## src/rtl/robot_step_controller.sv

```systemverilog
// Step sequencer between debounced wall sensors, the wall-following robot FSM and the drive motors.
// One robot decision per step; forward/rotate decisions become fixed-length motor pulses.
module robot_step_controller #(
    parameter int DEBOUNCE_CYCLES = 4,
    parameter int MOVE_CYCLES     = 8,
    parameter int ROTATE_CYCLES   = 6,
    parameter int MAX_ROTATIONS   = 4,
    parameter int CNT_W           = 8
) (
    input  logic             clk,
    input  logic             reset,
    input  logic             enable,
    input  logic             head_raw,
    input  logic             left_raw,
    input  logic             robot_front,
    input  logic             robot_rotate,
    output logic             sens_head,
    output logic             sens_left,
    output logic             step_en,
    output logic             motor_fwd,
    output logic             motor_turn,
    output logic             busy,
    output logic             stuck,
    output logic             cmd_err,
    output logic [CNT_W-1:0] move_count
);
    localparam int DW   = $clog2(DEBOUNCE_CYCLES + 1);
    localparam int TMAX = (MOVE_CYCLES > ROTATE_CYCLES) ? MOVE_CYCLES : ROTATE_CYCLES;
    localparam int TW   = $clog2(TMAX + 1);
    localparam int RW   = $clog2(MAX_ROTATIONS + 1);

    typedef enum logic [2:0] {IDLE, SAMPLE, DECIDE, MOVE, TURN, STUCK} state_t;

    state_t          state, state_nxt;
    logic [1:0]      raw, sens, sat;
    logic [TW-1:0]   timer;
    logic [RW-1:0]   rot_run;
    logic [CNT_W-1:0] count;
    logic            stable, illegal;

    assign raw = {left_raw, head_raw};

    for (genvar i = 0; i < 2; i++) begin : g_deb
        logic          s1, s2, cand, sv;
        logic [DW-1:0] cnt;
        // cnt is the run length of the synced value cand, saturating at DEBOUNCE_CYCLES
        always_ff @(posedge clk or posedge reset) begin
            if (reset) begin
                s1   <= 1'b0;
                s2   <= 1'b0;
                cand <= 1'b0;
                sv   <= 1'b0;
                cnt  <= '0;
            end else begin
                s1 <= raw[i];
                s2 <= s1;
                if (s2 != cand) begin
                    cand <= s2;
                    cnt  <= DW'(1);
                    if (DEBOUNCE_CYCLES == 1) sv <= s2;
                end else if (cnt != DW'(DEBOUNCE_CYCLES)) begin
                    cnt <= cnt + 1'b1;
                    if (cnt == DW'(DEBOUNCE_CYCLES - 1)) sv <= cand;
                end
            end
        end
        assign sens[i] = sv;
        assign sat[i]  = (cnt == DW'(DEBOUNCE_CYCLES));
    end

    assign sens_head  = sens[0];
    assign sens_left  = sens[1];
    assign stable     = &sat;
    assign illegal    = (robot_front == robot_rotate);
    assign move_count = count;

    always_comb begin
        state_nxt  = state;
        step_en    = 1'b0;
        motor_fwd  = 1'b0;
        motor_turn = 1'b0;
        busy       = 1'b1;
        stuck      = 1'b0;
        cmd_err    = 1'b0;
        case (state)
            IDLE: begin
                busy = 1'b0;
                if (enable) state_nxt = SAMPLE;
            end
            SAMPLE: begin
                if (!enable)     state_nxt = IDLE;
                else if (stable) state_nxt = DECIDE;
            end
            DECIDE: begin
                step_en = 1'b1;
                cmd_err = illegal;
                if (illegal)          state_nxt = SAMPLE;
                else if (robot_front) state_nxt = MOVE;
                else                  state_nxt = TURN;
            end
            MOVE: begin
                motor_fwd = 1'b1;
                if (timer == '0) state_nxt = enable ? SAMPLE : IDLE;
            end
            TURN: begin
                motor_turn = 1'b1;
                if (timer == '0)
                    state_nxt = (rot_run == RW'(MAX_ROTATIONS)) ? STUCK : (enable ? SAMPLE : IDLE);
            end
            STUCK: begin
                busy  = 1'b0;
                stuck = 1'b1;
                if (!enable) state_nxt = IDLE;
            end
            default: state_nxt = IDLE;
        endcase
    end

    always_ff @(posedge clk or posedge reset) begin
        if (reset) begin
            state   <= IDLE;
            timer   <= '0;
            rot_run <= '0;
            count   <= '0;
        end else begin
            state <= state_nxt;
            case (state)
                DECIDE: if (!illegal) begin
                    // timer counts the remaining motion cycles after the current one
                    timer   <= robot_front ? TW'(MOVE_CYCLES - 1) : TW'(ROTATE_CYCLES - 1);
                    rot_run <= robot_front ? '0 : rot_run + 1'b1;
                end
                MOVE: begin
                    if (timer != '0)       timer <= timer - 1'b1;
                    else if (count != '1)  count <= count + 1'b1;
                end
                TURN:  if (timer != '0) timer <= timer - 1'b1;
                STUCK: if (!enable) rot_run <= '0;
                default: ;
            endcase
        end
    end
endmodule
```

## config.mk

```make
export PLATFORM = sky130hd
export DESIGN_NAME = robot_step_controller
export DESIGN_NICKNAME = d
export VERILOG_FILES = /design/src/rtl/robot_step_controller.sv
export SDC_FILE = /design/constraint.sdc
export NUM_CORES = 1
export LEC_CHECK = 0
export CORE_UTILIZATION = 54
export DETAILED_ROUTE_END_ITERATION = 8
export PLACE_DENSITY = 0.77
export SETUP_SLACK_MARGIN = 0.2
export SYNTH_ARGS = -nofsm -noshare
export SYNTH_HDL_FRONTEND = slang
export SYNTH_SLANG_ARGS = --single-unit
```

## constraint.sdc

```tcl
create_clock -name clk -period 2.3 [get_ports clk]
set_clock_uncertainty 0.1 [all_clocks]
set_input_delay 0.46 -clock clk [delete_from_list [all_inputs] [get_ports clk]]
set_output_delay 0.46 -clock clk [all_outputs]
set_load 0.1 [all_outputs]
```

==> impl_metrics.tcl <==
set metrics [dict create \
    crit_slowest_cell "dfrtp_1" \
    yosysSeqAreaShare_pct 46.6 \
    rsz0062_at_grt "yes" \
    crit_required_ns 2.42 \
    hpwl_mm 2.46 \
    worstSetupStartpointType "flop" \
    tns_ns 0 \
    synth-compound-area-share_pct 14.6 \
    max-slew-margin-rel_pct 78.2 \
    yosys_warnings 0 \
    wl_per_cell_um 13.6 \
    synth_area_sq_um 1720 \
    antenna_found_initial 0 \
    die_x_um 58.4 \
    report.final.slew_viol_count 0 \
    power_density_nw_per_um2 780 \
    cts_tree "built" \
    total_power_uw 1800 \
    synth_xor_area_share_pct 6.12 \
    core_area_sq_um 3030 \
    outcome "complete, no violations" \
    hold-path-endpoint "g_deb[0].s2" \
    min_period_ns 2.06 \
    tightest_slew_ns 0.324 \
    detail_route.wirelength_mm 3.58 \
    numCtsBuffers 5 \
    path_buf_inv 2 \
    ios 23 \
    dieHeight_um 58.4 \
    synthCells 174 \
    clock_sinks 32 \
    synth_fa_ha_area_share_pct 9.47 \
    critPathKind "reg -> reg" \
    grtUsageTotal_pct 22.5 \
    r2r_cells 6 \
    synth_fp_nets 194 \
    hold_path_depth 0 \
    yosys.cell_types.count 40 \
    p_leak_uw 0.00109 \
    min_period_over_period_pct 89.6 \
    fp-row-count 20 \
    synth_area_per_cell_sq_um 9.87 \
    cp.arrival_ns 2.19 \
    diodes 0 \
    vias 1426 \
    synthArstFlopShare_pct 100 \
    dieArea_sq_um 3410 \
    syn2layout_area_growth_pct 34.6 \
    crit_chain "inv_2 > ha_4 > or3b_4 > a311oi_4 > buf_4 > mux2_4" \
    htreeDepth 2 \
    ctsHoldBuffers 0 \
    cp-end-kind "flop" \
    post-route-drc-count 0 \
    cts_buffer_depth 2 \
    first_global_vias 1281 \
    setup_violations 0 \
    peakVddDrop_mv 0.415 \
    seq_area_sq_um 818 \
    utilization_pct 76.4 \
    grt_first_pass_wirelength_mm 5.56 \
    drive_gt1_share_pct 32.4 \
    grt_max_degree 19 \
    hold_viol 0 \
    r2r_slack_ns 0.24 \
    clk_pin_slew_ns 0.10 \
    synth_top_family_by_area "simple AND/OR/NAND/NOR gates" \
    insertion_delay_ns 0.34 \
    final_nets 238 \
    final_common_cell "buf_4" \
    place.gp.congestion 0.899 \
    first_pass_iters 4 \
    critPathMaxStageDelay_ns 0.40 \
    grt_overflow 0 \
    ys.flop_type "dfrtp_1" \
    worstHoldStart "g_deb[0].s1" \
    fill_cells 202 \
    io_buffers 22 \
    drt-initial-drc-count 76 \
    r2r-end "move_count[1]" \
    crit_family "flip-flops" \
    critPathMaxFanout 3 \
    vias_per_cell 5.42 \
    antenna_left 0 \
    synthMuxAreaShare_pct 1.24 \
    initial_core_util_pct 56.7 \
    hold_class "reg -> reg" \
    synth_simple_gate_area_share_pct 16.2 \
    maxCapViolations 0 \
    multi_input_area_sq_um 877 \
    synth_edf_count 0 \
    root_buffer "clkbuf_4" \
    synth_seq_cells 32 \
    r2r_start "timer[1]" \
    final_cell_mix "buf_4, dfrtp_1, nand2_1" \
    fmax_mhz 485 \
]
## cells by family after synthesis
kind of cell / count (synthesis)
buf+inv: 24
xor+xnor: 12
flops: 32
compound gates: 36
simple gates: 55
mux: 2
fa+ha+maj: 13
## flip-flops by register name, indices dropped and copies added (netlist names)
| register | count |
|---|---|
| move_count | 8 |
| g_deb.cnt | 6 |
| timer | 4 |
| rot_run | 3 |
| state | 3 |
| g_deb.cand | 2 |
| g_deb.s1 | 2 |
| g_deb.s2 | 2 |
| sens_head | 1 |
| sens_left | 1 |
## stage by stage
stage / cells / instance area [sq um] / hold slack [ns] / worst slack, ns
5_1_grt: 263 / 2310 / 0.281 / 0.160
4_1_cts: 251 / 2200 / 0.261 / 0.166
6_report: 263 / 2310 / 0.248 / 0.239
3_3_place_gp: 239 / 2080 / 0.235 / 0.110
2_1_floorplan: 174 / 1760 / 0.231 / 0.0986
3_5_place_dp: 239 / 2080 / 0.239 / 0.0403
## cell type report
type                       count  area share (%)
timing repair buffer          44            18.1
clock buffer                   6            1.79
multi-input combinational    118            37.9
tap                           44            2.38
clock inverter                 2            1.52
sequential                    32            35.4
inverter                      17            2.92
## per-layer routing
| layer | share of wire [%] | vias to the layer above | GRT usage (%) | routed length (um) |
|---|---|---|---|---|
| met5 | 0 | - | 0 | 0 |
| met4 | 3.5 | 0 | 9.18 | 124 |
| met3 | 4.6 | 19 | 7.47 | 165 |
| met2 | 51 | 52 | 39.2 | 1830 |
| met1 | 41 | 681 | 25.3 | 1460 |
| li1 | - | 674 | - | - |
## what timing repair did
item                       in CTS  in global routing
hold endpoints to repair        0                  0
pin swaps                       3                  5
setup buffers                   4                 12
resized for setup               8                 10
setup endpoints to repair       7                 12
## synthesized netlist by cell type (all sizes together) (2+ instances only)
library cell,count,area (sq um)
a31oi,2,12.5
dfrtp,32,801
a211oi,3,22.5
a21oi,9,45.0
xnor2,6,52.6
xor2,6,52.6
nor2b,2,12.5
nand3,5,25.0
and3,2,12.5
and2,2,12.5
o21ai,9,45.0
ha,13,163
nand3b,3,22.5
nor2,13,48.8
nand2,18,67.6
buf,2,16.3
nor3,3,15.0
clkbuf,5,18.8
nand2b,4,25.0
inv,17,63.8
## worst max path at each step
stage / start / to / slack (ns) / depth (start not counted)
2_1_floorplan: state[1] / timer[3] / 0.1 / 6
3_3_place_gp: robot_front / rot_run[2] / 0.11 / 8
3_5_place_dp: robot_front / rot_run[2] / 0.04 / 8
4_1_cts: state[0] / stuck / 0.17 / 3
5_1_grt: timer[1] / move_count[1] / 0.16 / 6
6_report: timer[1] / move_count[1] / 0.24 / 6
## report_power, final
group          switching (uW)  internal (uW)  leakage (uW)
clock network             187            228     0.0000422
logic                     395            269      0.000664
registers                76.1            648      0.000389
Power figures use the tool's default switching activity.
